===== config.mk =====
export PLATFORM = sky130hd
export DESIGN_NAME = gps_ca_codegen
export DESIGN_NICKNAME = d
export VERILOG_FILES = /design/src/rtl/gps_ca_codegen.sv
export SDC_FILE = /design/constraint.sdc
export NUM_CORES = 1
export LEC_CHECK = 0
export CORE_ASPECT_RATIO = 0.5
export CORE_UTILIZATION = 47
export CTS_CLUSTER_SIZE = 10
export DETAILED_ROUTE_END_ITERATION = 8
export HOLD_SLACK_MARGIN = 0.03
export PLACE_DENSITY = 0.69
export SYNTH_ARGS = -nofsm -noshare
export SYNTH_HDL_FRONTEND = slang
export SYNTH_SLANG_ARGS = --single-unit

===== constraint.sdc =====
create_clock -name gps_clk_fast -period 2.4 [get_ports gps_clk_fast]
set_input_delay 0.48 -clock gps_clk_fast [delete_from_list [all_inputs] [get_ports gps_clk_fast]]
set_output_delay 0.48 -clock gps_clk_fast [all_outputs]
set_load 0.01 [all_outputs]

===== src/rtl/gps_ca_codegen.sv =====
// GPS L1 C/A Gold-code generator: G1/G2 LFSR pair with PRN-selected G2 taps.
// Runs on the 10.23 MHz fast clock and derives the chip rate from an internal divider.
module gps_ca_codegen #(
    parameter int CHIP_DIV = 10
) (
    input  logic       gps_clk_fast,
    input  logic       gps_rst,
    input  logic [5:0] sv_num,
    input  logic       code_start,
    input  logic       code_stop,
    output logic       ca_chip,
    output logic       chip_valid,
    output logic [9:0] chip_index,
    output logic       epoch,
    output logic       code_busy,
    output logic       cfg_err
);

    typedef enum logic {
        IDLE,
        RUN
    } state_t;

    localparam logic [9:0]  DIV_LAST  = 10'(CHIP_DIV - 1);
    localparam logic [9:0]  LAST_CHIP = 10'd1022;
    localparam logic [10:1] LFSR_ONES = '1;

    // G2 phase-selector tap pair {a, b} for each PRN; zero for illegal PRNs.
    function automatic logic [7:0] prn_taps(input logic [5:0] prn);
        case (prn)
            6'd1:    return {4'd2, 4'd6};
            6'd2:    return {4'd3, 4'd7};
            6'd3:    return {4'd4, 4'd8};
            6'd4:    return {4'd5, 4'd9};
            6'd5:    return {4'd1, 4'd9};
            6'd6:    return {4'd2, 4'd10};
            6'd7:    return {4'd1, 4'd8};
            6'd8:    return {4'd2, 4'd9};
            6'd9:    return {4'd3, 4'd10};
            6'd10:   return {4'd2, 4'd3};
            6'd11:   return {4'd3, 4'd4};
            6'd12:   return {4'd5, 4'd6};
            6'd13:   return {4'd6, 4'd7};
            6'd14:   return {4'd7, 4'd8};
            6'd15:   return {4'd8, 4'd9};
            6'd16:   return {4'd9, 4'd10};
            6'd17:   return {4'd1, 4'd4};
            6'd18:   return {4'd2, 4'd5};
            6'd19:   return {4'd3, 4'd6};
            6'd20:   return {4'd4, 4'd7};
            6'd21:   return {4'd5, 4'd8};
            6'd22:   return {4'd6, 4'd9};
            6'd23:   return {4'd1, 4'd3};
            6'd24:   return {4'd4, 4'd6};
            6'd25:   return {4'd5, 4'd7};
            6'd26:   return {4'd6, 4'd8};
            6'd27:   return {4'd7, 4'd9};
            6'd28:   return {4'd8, 4'd10};
            6'd29:   return {4'd1, 4'd6};
            6'd30:   return {4'd2, 4'd7};
            6'd31:   return {4'd3, 4'd8};
            6'd32:   return {4'd4, 4'd9};
            default: return 8'h00;
        endcase
    endfunction

    // Stage numbers run 1..10, so pad both ends and index directly.
    function automatic logic g2_stage(input logic [10:1] g2, input logic [3:0] idx);
        logic [15:0] ext;
        ext = {5'b0, g2, 1'b0};
        return ext[idx];
    endfunction

    function automatic logic [10:1] g1_step(input logic [10:1] g1);
        return {g1[9:1], g1[3] ^ g1[10]};
    endfunction

    function automatic logic [10:1] g2_step(input logic [10:1] g2);
        return {g2[9:1], g2[2] ^ g2[3] ^ g2[6] ^ g2[8] ^ g2[9] ^ g2[10]};
    endfunction

    function automatic logic chip_of(input logic [10:1] g1, input logic [10:1] g2,
                                     input logic [3:0] tap_a, input logic [3:0] tap_b);
        return g1[10] ^ g2_stage(g2, tap_a) ^ g2_stage(g2, tap_b);
    endfunction

    state_t      state_q, state_d;
    logic [10:1] g1_q, g1_d;
    logic [10:1] g2_q, g2_d;
    logic [9:0]  div_cnt_q, div_cnt_d;
    logic [9:0]  chip_index_q, chip_index_d;
    logic [3:0]  tap_a_q, tap_a_d;
    logic [3:0]  tap_b_q, tap_b_d;
    logic        ca_chip_q, ca_chip_d;
    logic        chip_valid_q, chip_valid_d;
    logic        epoch_q, epoch_d;
    logic        code_busy_q, code_busy_d;
    logic        cfg_err_q, cfg_err_d;

    logic        sv_legal;
    logic [7:0]  start_taps;
    logic [10:1] g1_next;
    logic [10:1] g2_next;

    assign sv_legal   = (sv_num >= 6'd1) && (sv_num <= 6'd32);
    assign start_taps = prn_taps(sv_num);
    assign g1_next    = g1_step(g1_q);
    assign g2_next    = g2_step(g2_q);

    // NOTE: every signal driven here gets a default first, so no path can infer a latch.
    always_comb begin
        state_d      = state_q;
        g1_d         = g1_q;
        g2_d         = g2_q;
        div_cnt_d    = div_cnt_q;
        chip_index_d = chip_index_q;
        tap_a_d      = tap_a_q;
        tap_b_d      = tap_b_q;
        ca_chip_d    = ca_chip_q;
        chip_valid_d = 1'b0;
        epoch_d      = 1'b0;
        code_busy_d  = code_busy_q;
        cfg_err_d    = 1'b0;

        if (code_start) begin
            if (sv_legal) begin
                // A restart drops the old divider phase; chip 0 is presented next cycle.
                state_d      = RUN;
                g1_d         = LFSR_ONES;
                g2_d         = LFSR_ONES;
                div_cnt_d    = '0;
                chip_index_d = '0;
                tap_a_d      = start_taps[7:4];
                tap_b_d      = start_taps[3:0];
                ca_chip_d    = chip_of(LFSR_ONES, LFSR_ONES, start_taps[7:4], start_taps[3:0]);
                chip_valid_d = 1'b1;
                epoch_d      = 1'b1;
                code_busy_d  = 1'b1;
            end else begin
                state_d      = IDLE;
                cfg_err_d    = 1'b1;
                div_cnt_d    = '0;
                chip_index_d = '0;
                ca_chip_d    = 1'b0;
                code_busy_d  = 1'b0;
            end
        end else if (state_q == RUN) begin
            if (code_stop) begin
                state_d      = IDLE;
                div_cnt_d    = '0;
                chip_index_d = '0;
                ca_chip_d    = 1'b0;
                code_busy_d  = 1'b0;
            end else if (div_cnt_q == DIV_LAST) begin
                // Both registers are maximal-length, so they are all-ones again at the 1022->0 wrap.
                div_cnt_d    = '0;
                g1_d         = g1_next;
                g2_d         = g2_next;
                chip_index_d = (chip_index_q == LAST_CHIP) ? 10'd0 : chip_index_q + 10'd1;
                ca_chip_d    = chip_of(g1_next, g2_next, tap_a_q, tap_b_q);
                chip_valid_d = 1'b1;
                epoch_d      = (chip_index_q == LAST_CHIP);
            end else begin
                div_cnt_d    = div_cnt_q + 10'd1;
            end
        end
    end

    // NOTE: state is updated with non-blocking assignments so all flops sample the same pre-edge values.
    always_ff @(posedge gps_clk_fast) begin
        if (gps_rst) begin
            state_q      <= IDLE;
            g1_q         <= LFSR_ONES;
            g2_q         <= LFSR_ONES;
            div_cnt_q    <= '0;
            chip_index_q <= '0;
            tap_a_q      <= '0;
            tap_b_q      <= '0;
            ca_chip_q    <= 1'b0;
            chip_valid_q <= 1'b0;
            epoch_q      <= 1'b0;
            code_busy_q  <= 1'b0;
            cfg_err_q    <= 1'b0;
        end else begin
            state_q      <= state_d;
            g1_q         <= g1_d;
            g2_q         <= g2_d;
            div_cnt_q    <= div_cnt_d;
            chip_index_q <= chip_index_d;
            tap_a_q      <= tap_a_d;
            tap_b_q      <= tap_b_d;
            ca_chip_q    <= ca_chip_d;
            chip_valid_q <= chip_valid_d;
            epoch_q      <= epoch_d;
            code_busy_q  <= code_busy_d;
            cfg_err_q    <= cfg_err_d;
        end
    end

    assign ca_chip    = ca_chip_q;
    assign chip_valid = chip_valid_q;
    assign chip_index = chip_index_q;
    assign epoch      = epoch_q;
    assign code_busy  = code_busy_q;
    assign cfg_err    = cfg_err_q;

endmodule


==> impl_metrics.toml, run 1 <==
[yosys]
synth_warnings = 0
syn-cell-area_mm2 = 0.003097
synth_nets = 390
synth.distinct_cells = 60
synth_top_area_share_pct = 34.91
synth.largest_area_cell = "dfxtp_1"
postSynth.asyncResetShare_pct = 0
synth_flop_cell = "dfxtp_1"
ys_ff_latch = 54
syn_area_per_cell_um2 = 8.347
synth_area_leaders = "dfxtp_1 (35%), mux2i_1 (5.2%), nand2b_1 (4.8%)"
syn-instance-count = 371
ys_seq_area_share_pct = 34.91
synth_edf_count = 0

[finish]
area_delta_synth_final_pct = 30.99
nets = 451
final_util_pct = 65.36
layoutNonFillerInstCount = 521
insertedDiodeCount = 0
final_cell_mix = "dfxtp_1 (54), buf_4 (44), nor2_1 (37)"
fin_area_mm2 = 0.004056
final_common_cell = "dfxtp_1"
fillers = 517
drive_gt1_share_pct = 20.32

[worst_setup_path]
critPathSlowestCell = "a2111o_1"
crit_required_ns = 2.57
cp.arrival_ns = 2.46
critPathKind = "input pin to flop"
cp_max_fo = 5
start_kind = "input pin"
end_kind = "flop"
r2r-end = "chip_index[8]$_SDFFE_PP0P_"
rr_worst_depth = 8
crit_chain = "clkdlybuf4s15_1 -> buf_6 -> ha_2 -> nor2b_1 -> a21o_1 -> o221a_1 -> a2111o_1 -> and4b_1 -> mux2i_1 -> o211ai_1"
reg2reg_from = "div_cnt_q[1]$_SDFFE_PP0P_"
max_stage_delay_ns = 0.43
rrSetupSlack_ns = 0.21

[pwr]
power_density_mw_per_mm2 = 506.5
ir_drop_mv = 0.2845
cellLeakagePower_nw = 1.600

[floorplan]
die_width_um = 116.8
rows = 20
start_util_pct = 49.90
die_area_mm2 = 0.006937
boundaryPins = 25
core_area_mm2 = 0.006206
die_h_um = 59.40

[clock_tree]
cts_sinks = 54
clock_path_buffers = 2
path_clk_slew_ns = 0.07
htreeDepth = 2
cts_tree = "yes"
cts_buffers = 5
clock_latency_ns = 0.29
ctsHoldBuffers = 0
root_buffer = "clkbuf_16"

[route]
finalWirelength_mm = 7.561
viasPerCell = 5.564
wl_per_cell_um = 14.51
vias = 2899
dr.pass1.iters = 4
drcViolationCount = 0
postRouteAntennaNets = 0
drt-initial-drc-count = 209

[min_path]
min_from = "g1_q[5]$_SDFFE_PP1P_"
hold_end = "g1_q[5]$_SDFFE_PP1P_"
min_path_type = "flop to flop"
worstHoldPathCells = 2

[placement]
placed_cells = 506
routabilityCongestion = 0.9289
portBuffers = 24
hpwl_mm = 5.071
post-place-ws_ns = -0.4839
place_area_mm2 = 0.003672

[sta]
finClkSkew_ns = 0.007571
layout_setup_ws_ns = 0.1085
finalSetupViolCount = 0
max_freq_mhz = 436.4
report.final.slew_viol_count = 0
fin_crit_sh_pct = 95.48
final.min_clock_period_ns = 2.292
relSlewSlack_pct = 67.23
hold_viol = 0
worst_pin_slew_ns = 0.4886

[flow_run]
maxCapViolCount = 0

[outcome]
outcome = "completed"

[global_route]
grt_usage_pct = 21.45
overflow = 0
first_global_vias = 2548
grt_pass1_wl_mm = 11.80
grt_max_degree = 31
antenna_found_initial = 0
[metrics by stage]
stage / total power [mW] / hold WS [ns] / setup TNS, ns
floorplan: 1.095 / 0.4460 / 0
global placement: 1.204 / 0.4599 / -6.472
detailed placement: 1.212 / 0.4692 / -8.047
CTS: 2.028 / 0.4870 / 0
global route: 2.137 / 0.5223 / -0.04042
finish: 2.055 / 0.4807 / 0
[layout make-up]
class	instances	area [um^2]	area share, %
clock buffers	6	128.9	3.177
clock inverters	2	37.54	0.9254
inverters	8	30.03	0.7403
multi-input cells	288	2011	49.57
flip-flops and latches	54	1081	26.65
well taps	88	110.1	2.714
repair buffers	75	658.1	16.22
[synthesized netlist by cell type (3+ instances only)]
master    number
o31ai_1        4
and3_1         4
nor2_1        37
o21ai_1        7
nand2b_1      24
clkbuf_1      12
buf_2          3
xor2_1        11
or2_2          3
a31oi_1        6
o22ai_1       14
nor2b_1        5
nor3b_1        3
o211ai_1       5
xnor2_1        7
or3_1          4
buf_6          3
dfxtp_1       54
nor3_1         6
a21oi_1       20
o21ai_0       12
nand2_1       31
nand3_1       13
a211oi_1       5
ha_1           9
inv_1          8
nand3b_1       3
mux2i_1       16
nand4_1        6
[report_power, final]
part | total (mW) | internal, mW | switching [mW] | leakage (nW)
combinational | 0.323 | 0.163 | 0.160 | 1.09
clock | 0.811 | 0.493 | 0.318 | 0.0771
sequential | 0.921 | 0.908 | 0.0136 | 0.437
total | 2.05 | 1.56 | 0.491 | 1.60
[cell families after synthesis]
logic type                 after synthesis  share of synthesized area, %
buffers and inverters                   29                         4.767
muxes                                   17                         5.899
and+or+nand+nor                        155                         26.67
adders and majority gates                9                         3.636
DFF                                     54                         34.91
AOI/OAI and AO/OA                       88                         18.30
xor gates and xnor gates                19                         5.818
[critical path, delay by kind of cell]
family | cells | cell delay (ns)
muxes | 1 | 0.15
AOI/OAI and AO/OA | 4 | 0.99
buffers and inverters | 2 | 0.34
adders and majority gates | 1 | 0.18
and+or+nand+nor | 2 | 0.33
[flip-flops by register name, summed over array words and instances (netlist names)]
signal      cells
chip_index     10
state_q         1
cfg_err         1
chip_valid      1
ca_chip         1
tap_b_q         4
g1_q           10
code_busy       1
g2_q           10
epoch           1
div_cnt_q      10
tap_a_q         4
[worst max path at each step]
stage                          from                    to  cells after the start
after floorplan           sv_num[0]  ca_chip$_SDFFE_PP0P_                      8
after global placement    sv_num[0]  ca_chip$_SDFFE_PP0P_                      9
after detailed placement  sv_num[0]  ca_chip$_SDFFE_PP0P_                     10
after CTS                 sv_num[2]  ca_chip$_SDFFE_PP0P_                     11
after global routing      sv_num[1]  ca_chip$_SDFFE_PP0P_                     11
final                     sv_num[0]  ca_chip$_SDFFE_PP0P_                     10
[repair_timing]
| item | 4_1_cts | 5_1_grt |
|---|---|---|
| setup buffers | 0 | 5 |
| hold endpoints to repair | 0 | 0 |
| setup endpoints to repair | 2 | 31 |
| cloned | 0 | 2 |
| resized for setup | 18 | 24 |
| pin swaps | 4 | 8 |
[per-layer routing]
layer	GRT usage, %	up-vias	wire (um)
met5	0	-	0
met4	6.691	0	158
met3	3.067	20	212
met2	38.12	63	3696
met1	27.32	1368	3493
li1	-	1448	-
Note: power is estimated with default switching activity, not from simulation.
==> run 2, diff against run 1 <==
--- a/config.mk
+++ b/config.mk
@@ -14,3 +14,4 @@
 export SYNTH_ARGS = -nofsm -noshare
 export SYNTH_HDL_FRONTEND = slang
 export SYNTH_SLANG_ARGS = --single-unit
+export TNS_END_PERCENT = 100
==> results of run 2 <==
The final DEF is identical to that of run 1; final timing and power are the same.
==> run 3, diff against run 2 <==
--- a/config.mk
+++ b/config.mk
@@ -7,6 +7,7 @@
 export LEC_CHECK = 0
 export CORE_ASPECT_RATIO = 0.5
 export CORE_UTILIZATION = 47
+export CTS_BUF_LIST = sky130_fd_sc_hd__clkbuf_4 sky130_fd_sc_hd__clkbuf_8 sky130_fd_sc_hd__clkbuf_16
 export CTS_CLUSTER_SIZE = 10
 export DETAILED_ROUTE_END_ITERATION = 8
 export HOLD_SLACK_MARGIN = 0.03
==> constraint.sdc (replaced) <==
create_clock -name gps_clk_fast -period 2.4 [get_ports gps_clk_fast]
set_input_delay 0.48 -clock gps_clk_fast [delete_from_list [all_inputs] [get_ports gps_clk_fast]]
set_output_delay 0.48 -clock gps_clk_fast [all_outputs]
set_load 0.05 [all_outputs]
==> run 3 against run 2 <==
Clock skew increased by 0.00074 ns. Total power increased by 1.0%. Worst setup slack gained 0.0044 ns. Largest power group unchanged. Largest cell class unchanged. First-iteration DRC count increased by 7.7%. Cell count stayed put. Clock power increased by 0.7%. Critical endpoint unchanged. Non-clock buffer count unchanged. Flip-flop and latch count unchanged. Combinational power grew 4%.
==> impl_metrics.toml, run 3 (synthesized netlist as in run 1, its figures left out) <==
[global_route]
grt_max_degree = 31
overflow = 0
grt_pass1_wl_mm = 11.77
antenna_found_initial = 0
grt_usage_pct = 21.47
first_global_vias = 2552

[floorplan]
die_width_um = 116.8
rows = 20
core_area_mm2 = 0.006206
die_area_mm2 = 0.006937
boundaryPins = 25
die_h_um = 59.40
start_util_pct = 49.90

[placement]
post-place-ws_ns = -0.4839
placed_cells = 506
routabilityCongestion = 0.9289
portBuffers = 24
place_area_mm2 = 0.003672
hpwl_mm = 5.071

[pwr]
cellLeakagePower_nw = 1.603
total_power_mw = 2.076
power_density_mw_per_mm2 = 511.3
ir_drop_mv = 0.2981

[finish]
fin_area_mm2 = 0.004060
final_common_cell = "dfxtp_1"
fillers = 517
area_delta_synth_final_pct = 31.11
drive_gt1_share_pct = 20.55
insertedDiodeCount = 0
layoutNonFillerInstCount = 521
final_cell_mix = "dfxtp_1 (54), buf_4 (44), nor2_1 (37)"
nets = 451

[route]
vias = 2902
wl_met2_mm = 3.620
wl_met1_mm = 3.446
finalWirelength_mm = 7.459
dr.pass1.iters = 4
wl_met3_um = 235
routed.top_layer = "met4"
postRouteAntennaNets = 0
drcViolationCount = 0
drt-initial-drc-count = 225
viasPerCell = 5.570
wl_per_cell_um = 14.32

[clock_tree]
cts_sinks = 54
ctsHoldBuffers = 0
path_clk_slew_ns = 0.07
cts_tree = "yes"
clock_latency_ns = 0.29
root_buffer = "clkbuf_16"
htreeDepth = 2
cts_buffers = 5
clock_path_buffers = 2

[sta]
relSlewSlack_pct = 66.73
layout_setup_ws_ns = 0.1129
fin_crit_sh_pct = 95.30
finClkSkew_ns = 0.008312
max_freq_mhz = 437.2
report.final.slew_viol_count = 0
final.min_clock_period_ns = 2.287
hold_viol = 0
finalSetupViolCount = 0
worst_pin_slew_ns = 0.4975

[worst_setup_path]
cp.arrival_ns = 2.45
critPathKind = "input pin to flop"
end_kind = "flop"
start_kind = "input pin"
crit_required_ns = 2.57
cp_max_fo = 5

[flow_run]
maxCapViolCount = 0

[min_path]
min_path_type = "flop to flop"

[outcome]
outcome = "completed"
[run 3: worst max-delay path: stages]
cell and delay (ns):
clkdlybuf4s15_1 0.20, buf_6 0.14, ha_2 0.18, nor2b_1 0.15, a21o_1 0.16, o221a_1 0.28, a2111o_1 0.43, and4b_1 0.18
mux2i_1 0.15, o211ai_1 0.11
[run 3: final timing paths]
kind	startpoint	end	slack, ns	cells after the start
worst max-delay path	sv_num[0]	ca_chip$_SDFFE_PP0P_	0.11	10
worst min-delay path	g1_q[5]$_SDFFE_PP1P_	g1_q[5]$_SDFFE_PP1P_	0.48	2
worst max register to register	div_cnt_q[1]$_SDFFE_PP0P_	chip_index[8]$_SDFFE_PP0P_	0.22	8
worst min register to register	g1_q[5]$_SDFFE_PP1P_	g1_q[5]$_SDFFE_PP1P_	0.48	2
[run 3: power by group]
part           internal (mW)  total [mW]  switching [mW]
clock network          0.504       0.817           0.313
registers              0.908       0.921          0.0137
logic                  0.163       0.337           0.174
total                   1.57        2.08           0.501
[run 3: timing repair]
action                                  in CTS  in global routing
endpoints found under the setup margin       2                 31
setup buffers                                0                  5
pin swaps                                    4                  8
cloned                                       0                  2
resized for setup                           18                 24
[run 3: metal layers]
metal / global-route usage, % / up-vias
met1: 27.51 / 1361
met4: 7.233 / 0
met3: 3.374 / 20
met5: 0 / -
li1: - / 1448
met2: 37.45 / 73
[run 3: through the flow]
step | TNS [ns] | utilization, % | hold WS (ns)
after floorplan | 0 | - | 0.4460
after global placement | -6.472 | 59.17 | 0.4599
after detailed placement | -8.047 | 59.17 | 0.4692
after CTS | 0 | 62.98 | 0.4870
after global routing | -0.03755 | 65.42 | 0.5223
final | 0 | 65.42 | 0.4805
[run 3: final cells by class]
class	count	area [um^2]	area share, %
multi-input cells	288	2011	49.52
flip-flops and latches	54	1081	26.63
repair buffers	75	658.1	16.21
clock buffers	6	132.6	3.267
well taps	88	110.1	2.712
clock inverters	2	37.54	0.9245
inverters	8	30.03	0.7396
